[src/rtl/calc_key_pkg.sv]
// Shared types and constants for the hex calculator key-entry front end.
package calc_key_pkg;

  // Row counter width for the 4-row keypad.
  localparam int unsigned RowW = 2;

  // Keypad scan FSM states.
  typedef enum logic [1:0] {
    StScan,
    StDebounce,
    StHold,
    StRelease
  } scan_state_e;

  // Hex value per key, indexed by {row, col}.
  localparam logic [3:0] KEYMAP [16] = '{
    4'h1, 4'h2, 4'h3, 4'hA,
    4'h4, 4'h5, 4'h6, 4'hB,
    4'h7, 4'h8, 4'h9, 4'hC,
    4'hE, 4'h0, 4'hF, 4'hD
  };

  // Returns {exactly_one_low, low_column_index} for an active-low column pattern.
  function automatic logic [2:0] low_col(logic [3:0] col);
    logic [2:0] res;
    case (col)
      4'b1110: res = 3'b100;
      4'b1101: res = 3'b101;
      4'b1011: res = 3'b110;
      4'b0111: res = 3'b111;
      default: res = 3'b000;
    endcase
    return res;
  endfunction

endpackage

[src/rtl/calc_key_entry_if.sv]
// Operand/command bus from the key-entry front end to the calculator core.
interface calc_key_entry_if;
  logic [7:0] num1;
  logic [7:0] num2;
  logic       sel;
  logic       key_valid;
  logic [3:0] key_code;
  logic       calc_btn;

  modport master (
    output num1, num2, sel, key_valid, key_code, calc_btn
  );

  modport slave (
    input num1, num2, sel, key_valid, key_code, calc_btn
  );
endinterface

[src/rtl/calc_debounce.sv]
// Pushbutton conditioner: 2-flop synchroniser, stable-level counter and a
// one-cycle pulse on each accepted released->pressed transition (active-high).
module calc_debounce #(
  parameter int unsigned DEB_CYCLES = 200000
) (
  input  logic clk,
  input  logic rst,
  input  logic btn_i,
  output logic press_o
);

  localparam int unsigned CntW = $clog2(DEB_CYCLES + 1);

  logic [1:0]      sync_q, sync_d;
  logic            level_q, level_d;
  logic [CntW-1:0] cnt_q, cnt_d;

  // State registers; debounced level starts released so reset never pulses.
  always_ff @(posedge clk or negedge rst) begin
    if (!rst) begin
      sync_q  <= '0;
      level_q <= 1'b0;
      cnt_q   <= '0;
    end else begin
      sync_q  <= sync_d;
      level_q <= level_d;
      cnt_q   <= cnt_d;
    end
  end

  // Count cycles the synced input differs from the accepted level.
  always_comb begin
    sync_d  = {sync_q[0], btn_i};
    level_d = level_q;
    cnt_d   = cnt_q;
    press_o = 1'b0;
    if (sync_q[1] == level_q) begin
      cnt_d = '0;
    end else if (cnt_q == CntW'(DEB_CYCLES - 1)) begin
      level_d = sync_q[1];
      cnt_d   = '0;
      press_o = sync_q[1];
    end else begin
      cnt_d = cnt_q + 1'b1;
    end
  end

endmodule

[src/rtl/calc_key_entry.sv]
// Hex calculator input front end: 4x4 keypad scan/debounce, operand nibble
// shift-in, operand select toggle and calculate pulse.
// Optional macro CALC_ENTRY_CLEAR_EN adds btn_clr, which zeroes the selected operand.
module calc_key_entry
  import calc_key_pkg::*;
#(
  parameter int unsigned SCAN_CYCLES = 10000,
  parameter int unsigned DEB_CYCLES  = 200000
) (
  input  logic       clk,
  input  logic       rst,
  output logic [3:0] kp_row,
  input  logic [3:0] kp_col,
  input  logic       btn_sel,
  input  logic       btn_go,
`ifdef CALC_ENTRY_CLEAR_EN
  input  logic       btn_clr,
`endif
  calc_key_entry_if.master bus
);

  localparam int unsigned CntMax = (SCAN_CYCLES > DEB_CYCLES) ? SCAN_CYCLES : DEB_CYCLES;
  localparam int unsigned CntW   = $clog2(CntMax + 1);

  logic [3:0]      col_s1_q, col_s2_q;
  scan_state_e     state_q, state_d;
  logic [RowW-1:0] row_q, row_d;
  logic [CntW-1:0] cnt_q, cnt_d;
  logic [3:0]      pat_q, pat_d;
  logic [3:0]      kp_row_q, kp_row_d;
  logic [7:0]      num1_q, num1_d, num2_q, num2_d;
  logic            sel_q, sel_d;
  logic            key_valid_q, key_valid_d;
  logic [3:0]      key_code_q, key_code_d;
  logic            calc_btn_q, calc_btn_d;
  logic            key_fire;
  logic [2:0]      scan_dec, pat_dec;
  logic [3:0]      key_new;
  logic            sel_press, go_press, clr_press;

  calc_debounce #(.DEB_CYCLES(DEB_CYCLES)) u_deb_sel (
    .clk     (clk),
    .rst     (rst),
    .btn_i   (btn_sel),
    .press_o (sel_press)
  );

  calc_debounce #(.DEB_CYCLES(DEB_CYCLES)) u_deb_go (
    .clk     (clk),
    .rst     (rst),
    .btn_i   (btn_go),
    .press_o (go_press)
  );

`ifdef CALC_ENTRY_CLEAR_EN
  calc_debounce #(.DEB_CYCLES(DEB_CYCLES)) u_deb_clr (
    .clk     (clk),
    .rst     (rst),
    .btn_i   (btn_clr),
    .press_o (clr_press)
  );
`else
  assign clr_press = 1'b0;
`endif

  assign scan_dec = low_col(col_s2_q);
  assign pat_dec  = low_col(pat_q);
  assign key_new  = KEYMAP[{row_q, pat_dec[1:0]}];

  // All state registers, including the column synchroniser.
  always_ff @(posedge clk or negedge rst) begin
    if (!rst) begin
      col_s1_q    <= 4'hF;
      col_s2_q    <= 4'hF;
      state_q     <= StScan;
      row_q       <= '0;
      cnt_q       <= '0;
      pat_q       <= 4'hF;
      kp_row_q    <= 4'hF;
      num1_q      <= '0;
      num2_q      <= '0;
      sel_q       <= 1'b0;
      key_valid_q <= 1'b0;
      key_code_q  <= '0;
      calc_btn_q  <= 1'b0;
    end else begin
      col_s1_q    <= kp_col;
      col_s2_q    <= col_s1_q;
      state_q     <= state_d;
      row_q       <= row_d;
      cnt_q       <= cnt_d;
      pat_q       <= pat_d;
      kp_row_q    <= kp_row_d;
      num1_q      <= num1_d;
      num2_q      <= num2_d;
      sel_q       <= sel_d;
      key_valid_q <= key_valid_d;
      key_code_q  <= key_code_d;
      calc_btn_q  <= calc_btn_d;
    end
  end

  // Scan FSM: row slots, press debounce, hold until release, release debounce.
  always_comb begin
    state_d  = state_q;
    row_d    = row_q;
    cnt_d    = cnt_q;
    pat_d    = pat_q;
    key_fire = 1'b0;
    unique case (state_q)
      StScan: begin
        if (cnt_q == CntW'(SCAN_CYCLES - 1)) begin
          cnt_d = '0;
          if (scan_dec[2]) begin
            pat_d   = col_s2_q;
            state_d = StDebounce;
          end else begin
            row_d = row_q + 1'b1;
          end
        end else begin
          cnt_d = cnt_q + 1'b1;
        end
      end
      StDebounce: begin
        if (col_s2_q != pat_q) begin
          state_d = StScan;
          row_d   = row_q + 1'b1;
          cnt_d   = '0;
        end else if (cnt_q == CntW'(DEB_CYCLES - 1)) begin
          key_fire = 1'b1;
          state_d  = StHold;
          cnt_d    = '0;
        end else begin
          cnt_d = cnt_q + 1'b1;
        end
      end
      StHold: begin
        if (col_s2_q == 4'hF) begin
          state_d = StRelease;
          cnt_d   = '0;
        end
      end
      StRelease: begin
        if (col_s2_q != 4'hF) begin
          cnt_d = '0;
        end else if (cnt_q == CntW'(DEB_CYCLES - 1)) begin
          state_d = StScan;
          row_d   = row_q + 1'b1;
          cnt_d   = '0;
        end else begin
          cnt_d = cnt_q + 1'b1;
        end
      end
      default: state_d = StScan;
    endcase
    kp_row_d = ~(4'b0001 << row_d);
  end

  // Operand update uses the pre-toggle sel; clear overrides a same-cycle digit.
  always_comb begin
    num1_d      = num1_q;
    num2_d      = num2_q;
    key_valid_d = key_fire;
    key_code_d  = key_fire ? key_new : key_code_q;
    if (key_fire) begin
      if (!sel_q) num1_d = {num1_q[3:0], key_new};
      else        num2_d = {num2_q[3:0], key_new};
    end
    if (clr_press) begin
      if (!sel_q) num1_d = '0;
      else        num2_d = '0;
    end
    sel_d      = sel_q ^ sel_press;
    calc_btn_d = go_press;
  end

  assign kp_row        = kp_row_q;
  assign bus.num1      = num1_q;
  assign bus.num2      = num2_q;
  assign bus.sel       = sel_q;
  assign bus.key_valid = key_valid_q;
  assign bus.key_code  = key_code_q;
  assign bus.calc_btn  = calc_btn_q;

endmodule

[src/flat_wrapper.sv]
// flat-port wrapper written by rule: the top's interface ports become plain ports
module calc_key_entry_flat import calc_key_pkg::*;
#(
  parameter int unsigned SCAN_CYCLES = 10000,
  parameter int unsigned DEB_CYCLES  = 200000
)
  (clk, rst, kp_row, kp_col, btn_sel, btn_go, bus_num1, bus_num2, bus_sel, bus_key_valid, bus_key_code, bus_calc_btn);
  calc_key_entry_if bus_i ();
  input  logic clk;
  input  logic rst;
  output logic [3:0] kp_row;
  input  logic [3:0] kp_col;
  input  logic btn_sel;
  input  logic btn_go;
  output wire logic [$bits(bus_i.num1)-1:0] bus_num1;
  output wire logic [$bits(bus_i.num2)-1:0] bus_num2;
  output wire logic [$bits(bus_i.sel)-1:0] bus_sel;
  output wire logic [$bits(bus_i.key_valid)-1:0] bus_key_valid;
  output wire logic [$bits(bus_i.key_code)-1:0] bus_key_code;
  output wire logic [$bits(bus_i.calc_btn)-1:0] bus_calc_btn;
  assign bus_num1 = bus_i.num1;
  assign bus_num2 = bus_i.num2;
  assign bus_sel = bus_i.sel;
  assign bus_key_valid = bus_i.key_valid;
  assign bus_key_code = bus_i.key_code;
  assign bus_calc_btn = bus_i.calc_btn;
  calc_key_entry #(.SCAN_CYCLES(SCAN_CYCLES), .DEB_CYCLES(DEB_CYCLES)) u_core (.clk(clk), .rst(rst), .kp_row(kp_row), .kp_col(kp_col), .btn_sel(btn_sel), .btn_go(btn_go), .bus(bus_i));
endmodule
[config.mk]
export PLATFORM = sky130hd
export DESIGN_NAME = calc_key_entry_flat
export DESIGN_NICKNAME = d
export VERILOG_FILES = /design/src/rtl/calc_key_pkg.sv /design/src/rtl/calc_key_entry_if.sv /design/src/rtl/calc_debounce.sv /design/src/rtl/calc_key_entry.sv /design/src/flat_wrapper.sv
export SDC_FILE = /design/constraint.sdc
export NUM_CORES = 1
export LEC_CHECK = 0
export BUFFER_PORTS_ARGS = -buffer_cell sky130_fd_sc_hd__buf_2
export CORE_ASPECT_RATIO = 0.5
export CORE_MARGIN = 2
export CORE_UTILIZATION = 60
export DETAILED_ROUTE_END_ITERATION = 7
export GPL_TIMING_DRIVEN = 0
export PLACE_DENSITY = 0.79
export SYNTH_ARGS = -nofsm -noshare
export SYNTH_HDL_FRONTEND = slang
export SYNTH_SLANG_ARGS = --single-unit
[constraint.sdc]
create_clock -name clk -period 2.3 [get_ports clk]
set_input_delay 0.23 -clock clk [delete_from_list [all_inputs] [get_ports clk]]
set_output_delay 0.23 -clock clk [all_outputs]
set_load 0.01 [all_outputs]
# Word level (Yosys, flattened, before mapping)
# Memories as Yosys holds them, arrays and structs flattened.
# Index checks and enable logic that the tools add are counted.
# word_totals
out_inout_bits	27
memories	1
romBits	64
reg_bits	103
# classes
magnitude_cmp	1
n_addsub	4
n_reduce_logical	7
shift	1
n_eq_ne	26
n_mux	35
bitwise_logic	6
# mem_list
memory	depth	word_bits	rd	rd_ports_with_merged_regs	wr	line	rtl
(no name shown)	16	4	1	0	0	calc_key_entry.sv:68	assign key_new = KEYMAP[{row_q, pat_dec[1:0]}];
# op_table
cell	n
$mux W18	9
$pmux W18 S4	1
$add A18 B1 Y18 const B	3
$eq A18 B18 Y1 const B	3
$eq A4 B4 Y1 const B	7
$mux W2	12
$eq A18 B14 Y1 const B	1
$pmux W2 S4	2
$pmux W3 S4	1
$eq A4 B3 Y1 const B	2
$mux W4	2
$ne A2 B1 Y1 const B	4
$reduce_and A2 Y1	4
$mux W1	7
$pmux W2 S3	1
$reduce_and A6 Y1	1
$ge A5 B5 Y1 const B	1
$not A4 Y5	1
$eq A2 B2 Y1 const B	2
$ne A4 B4 Y1	1
$ne A4 B4 Y1 const B	1
$not A4 Y4	1
$shl A1 B2 Y4 const A	1
$ne A3 B1 Y1 const B	1
8 further kinds	11

# Depth between registers and ports, before layout
# logic_depth
depth_word	7
mapped_depth	8
mapped_depth_nobuf	7

# By module
# Synthesis repeated with hierarchy kept, for this count alone.
# unflattened
hier_cells	467
hier_area_um2	5046.1
# modules_own_cells
mod	cells_per_inst	area_each_um2	instances
calc_key_entry	263	2986.6	1
calc_debounce	102	1029.7	2

# Least setup slack after synthesis
# OpenSTA, ideal clock, no wires.
# synth_path
path_type	register to register
from	register u_core.col_s2_q[3]
to	register u_core.key_code_q[0], in the netlist u_core.bus.key_code[0]
stages_incl_launch_ff	6
path_buffers	1
arrival_time_ps	1953
slack_ps	222
synth_period_minus_slack_ps	2078
cell_sequence	dfstp_2 -> buf_6 -> xor2_1 -> or4_4 -> or3_4 -> mux2_4
# synth_between
elab_chain_cells	3
# synth_rtl
element	line	rtl
start: declaration	calc_key_entry.sv:25	logic [3:0] col_s1_q, col_s2_q;
start signal: assignment	calc_key_entry.sv:88	col_s2_q <= col_s1_q;
$ne A4 B4 Y1	calc_key_entry.sv:125	if (col_s2_q != pat_q) begin
$mux W1	calc_key_entry.sv:125	
$mux W1	calc_key_entry.sv:110	unique case (state_q)
end signal: assignment	calc_key_entry.sv:98	key_code_q <= key_code_d;
end: declaration	calc_key_entry.sv:34	logic [3:0] key_code_q, key_code_d;
# No other way between the ends.
# A chain may end at the register's enable or synchronous reset.

# Final worst setup path
# layout_path
from	register u_core.col_s2_q[0]
to	register u_core.num1_q[3], in the netlist u_core.bus.num1[3]
# layout_between
elab_chain_cells	4
# layout_rtl
element	line	rtl
$ne A4 B4 Y1	calc_key_entry.sv:125	
$mux W1	calc_key_entry.sv:125	
$mux W1	calc_key_entry.sv:110	
$reduce_and A2 Y1 (no line)	n/a	
end signal: assignment	calc_key_entry.sv:94	num1_q <= num1_d;
end: declaration	calc_key_entry.sv:31	logic [7:0] num1_q, num1_d, num2_q, num2_d;
# No other way between the ends.

==> summary.md <==
| Metric | Value |
|---|---|
| Outcome | finished clean |
| Ys flop type | dfrtp_1 |
| GRT Residual Overflow | 0 |
| Detailed Route WL | 8874 µm |
| Share of the cycle needed by the critical path after routing | 94.09% |
| Crit-path max cell delay | 600 ps |
| Worst slew margin | 64.98% |
| Die ar. | 0.008945 mm² |
| Num CTS Buffers | 9 |
| #FFs+latches synth | 103 |
| Slew Viols, Final | 0 |
| # setup viols final | 0 |
| Critical path class | flip-flop to flip-flop |
| First-pass GRT wire length | around 15000 µm |
| Yosys top cell area share | 44.46% |
| CP dominant cell by count | o21ai_0 |
| Post-DRT Antenna Nets | 0 |
| DR WL/cell | around 14 µm |
| EDFF count, synth | 0 |
| Drt first pass iters | 4 |
| CP max-delay cell | dfstp_2 |
| Synth warn | 0 |
| Placed cells | 599 |
| Combinational power share | 3.0% |
| Drc violations | 0 |
| CTS tree | yes |
| Cell taking the most area after synthesis | dfrtp_1 |
| Clock Skew | 10.70 ps |
| Switching Share | 22.53% |
| Initial antenna violation count | 0 |
| Final core occ | a little over two thirds |
| H-tree levels | 3 |
| Lkg Pwr | about 0.0027 µW |
| Post-synthesis sequential area ratio | about 53% |
| Sequential Power Share | 54.8% |
| Share of post-route cells with drive strength above 1 | ~21% |
| Num ports | 35 |
| Port bufs | 34 |
| Synth Instances | 452 |
| Peak supply drop | roughly 0.38 mV |
| Post-synth cell types | 56 |
| Unrepaired setup endpoints after global routing | no |
| Worst setup EP type | flip-flop |
| Via density | 5.391 |
| Final nets | 520 |
| Total negative slack | 0 ps |
| Pin count of the biggest net entering global routing | 75 |
| Total GRT Usage | a little over a fifth |
| Initial Util | 61.43% |
| Req. time, crit path | 2520 ps |
| Final non-filler cell total | just over 600 |
| Ant. Diodes | 0 |
| Root buf cell | clkbuf_16 |
| Row cnt | 23 |
| Cell Area, Synth | 0.004897 mm² |
| Most frequent cells after synthesis | dfrtp_1, nor2_1, nand3_1, xor2_1, xnor2_1 |
| Startpoint class of the critical path | flip-flop |
| Half-perimeter wire length after placement | 6113 µm |
| Clk_lat worst skew | 360 ps |
| Clock sinks | approximately 100 |
| Switch Pwr | 761.3 µW |
| Vias in the first global route | between 3k and 4k |
| Core box area | 0.007971 mm² |
| Final Hold Vio Count | 0 |
| Final Power | 3379 µW |
| DR vias | between 3k and 4k |
| # Max-Cap Violations | 0 |
| Async SR Flop Fraction | between 90% and 100% |
| CTS clk-pin slew, worst paths | 70 ps |
| Worst-Margin Slew | 524.0 ps |
| Crit path time final | 2164 ps |
| Clk pwr share | 42.2% |
| Post-Syn Area per Cell | between 10 and 15 µm² |
| Achievable Freq | 462.1 MHz |
| P_int | about 2600 µW |
| Critical path fanouts, max | 7 |
| Syn Nets | 468 |
| Hold WS | 348.1 ps |
| Die Y | between 60 and 70 µm |
| RD Place Congestion | 0.8080 |
| Crit-path cells | xor2_1, or4_4, or3_4, o21ai_0, o21ai_0 |
| Initial DRC count | 209 |
| Synth top area cells | dfrtp_1, dfstp_2, xor2_1 |
| Area Growth Syn to Fin | 14.49% |
| Critical path arrival | 2380 ps |
| Most common cell in the netlist | dfrtp_1 |
| Longest Clk Path Bufs | 2 |
| Die boundary width | 131.8 µm |
| Min-delay worst type | input pin to asynchronous set/reset pin |
| PD cells | 602.7 mW/mm² |
==> area by class of cell <==
class                   count  area, µm²
repair buffers             43      277.8
fillers                   591       2365
multi-input cells         328       2223
inverters                  10      37.54
clock inverters             5      41.29
plain buffers               9      56.30
flip-flops and latches    103       2597
clock buffers              11      232.7
well taps                 112      140.1
==> critical path: cells and delay by family, from the launching register on <==
| kind | cells | cell delay (ps) |
|---|---|---|
| flops | 1 | 600 |
| compound gates | 2 | 290 |
| xor+xnor | 1 | 110 |
| simple gates | 2 | 1040 |
==> stage by stage <==
stage,setup WS [ps],instance area [µm²]
floorplan,221.9,4897
global placement,-64.94,5207
detailed placement,-100.2,5238
CTS,31.52,5583
global route,7.798,5607
finish,135.9,5607
==> final timing paths <==
kind / startpoint / endpoint / slack [ps] / cells past startpoint
setup / recovery: u_core.col_s2_q[0]$_DFF_PN1_ / u_core.bus.num1[3]$_DFFE_PN0P_ / 140 / 5
hold / removal: rst / u_core.cnt_q[11]$_DFFE_PN0N_ / 350 / 2
setup reg to reg: u_core.col_s2_q[0]$_DFF_PN1_ / u_core.bus.num1[3]$_DFFE_PN0P_ / 140 / 5
hold reg to reg: u_core.col_s1_q[2]$_DFF_PN1_ / u_core.col_s2_q[2]$_DFF_PN1_ / 360 / 0
max in group asynchronous: rst / u_core.pat_q[1]$_DFFE_PN1P_ / 1240 / 3
min in group clk: u_core.col_s1_q[2]$_DFF_PN1_ / u_core.col_s2_q[2]$_DFF_PN1_ / 360 / 0
==> kinds of logic (layout without fill, tap and decap cells) <==
| logic type | Yosys count | count (layout) | share of synthesized area, % |
|---|---|---|---|
| AOI/OAI and AO/OA | 49 | 49 | 6.260 |
| and+or+nand+nor | 193 | 193 | 21.51 |
| DFF | 103 | 103 | 53.04 |
| xor gates and xnor gates | 54 | 54 | 9.658 |
| muxes | 24 | 24 | 5.416 |
| adders and majority gates | 8 | 8 | 2.044 |
| buffers and inverters | 21 | 78 | 2.070 |
==> routing by layer <==
layer	GRT usage, %	part of all wire (%)	vias to the layer above
li1	-	-	1670
met1	27.00	47	1633
met2	36.52	49	40
met3	6.370	3.5	5
met4	8.288	0.73	0
met5	0	0	-
==> what timing repair did <==
action,4_1_cts,5_1_grt
setup buffers,0,1
hold buffers,7,0
gates cloned,0,0
endpoints found under the setup margin,11,45
hold endpoints to repair,28,0
pin swaps,0,1
gates resized for setup,1,6
==> power groups by stage <==
stage / sequential (µW) / combinational, µW / clock, µW
floorplan: 1880 / 37.8 / 0
global route: 1850 / 116 / 1540
detailed placement: 1890 / 95.5 / 0
CTS: 1850 / 104 / 1460
global placement: 1880 / 86.6 / 0
finish: 1850 / 100 / 1430
==> cell usage in the layout (no fill, tap or decap), types with 8 or more instances in the layout <==
cell       Yosys  layout
nor2_1        62      61
dfrtp_1       87      87
a21oi_1       15      14
clkbuf_16      0       9
nor3_1         9       9
nand4_1        9       9
nand2_1       24      23
o21ai_0       14      13
nand3_1       28      27
ha_1           8       8
inv_1         10      10
mux2_2        16      16
xnor2_1       26      26
and3_1        15      15
buf_2          3      36
xor2_1        28      28
dfstp_2       16      16
==> state kept, by name (all words and copies together) (netlist names), 4 cells and up, named ones only <==
name,flops
u_core.cnt_q,18
u_core.u_deb_go.cnt_q,18
u_core.u_deb_sel.cnt_q,18
u_core.bus.num1,8
u_core.bus.num2,8
u_core.bus.key_code,4
u_core.col_s1_q,4
u_core.col_s2_q,4
u_core.kp_row,4
u_core.pat_q,4
(Power assumes the default switching activity.)
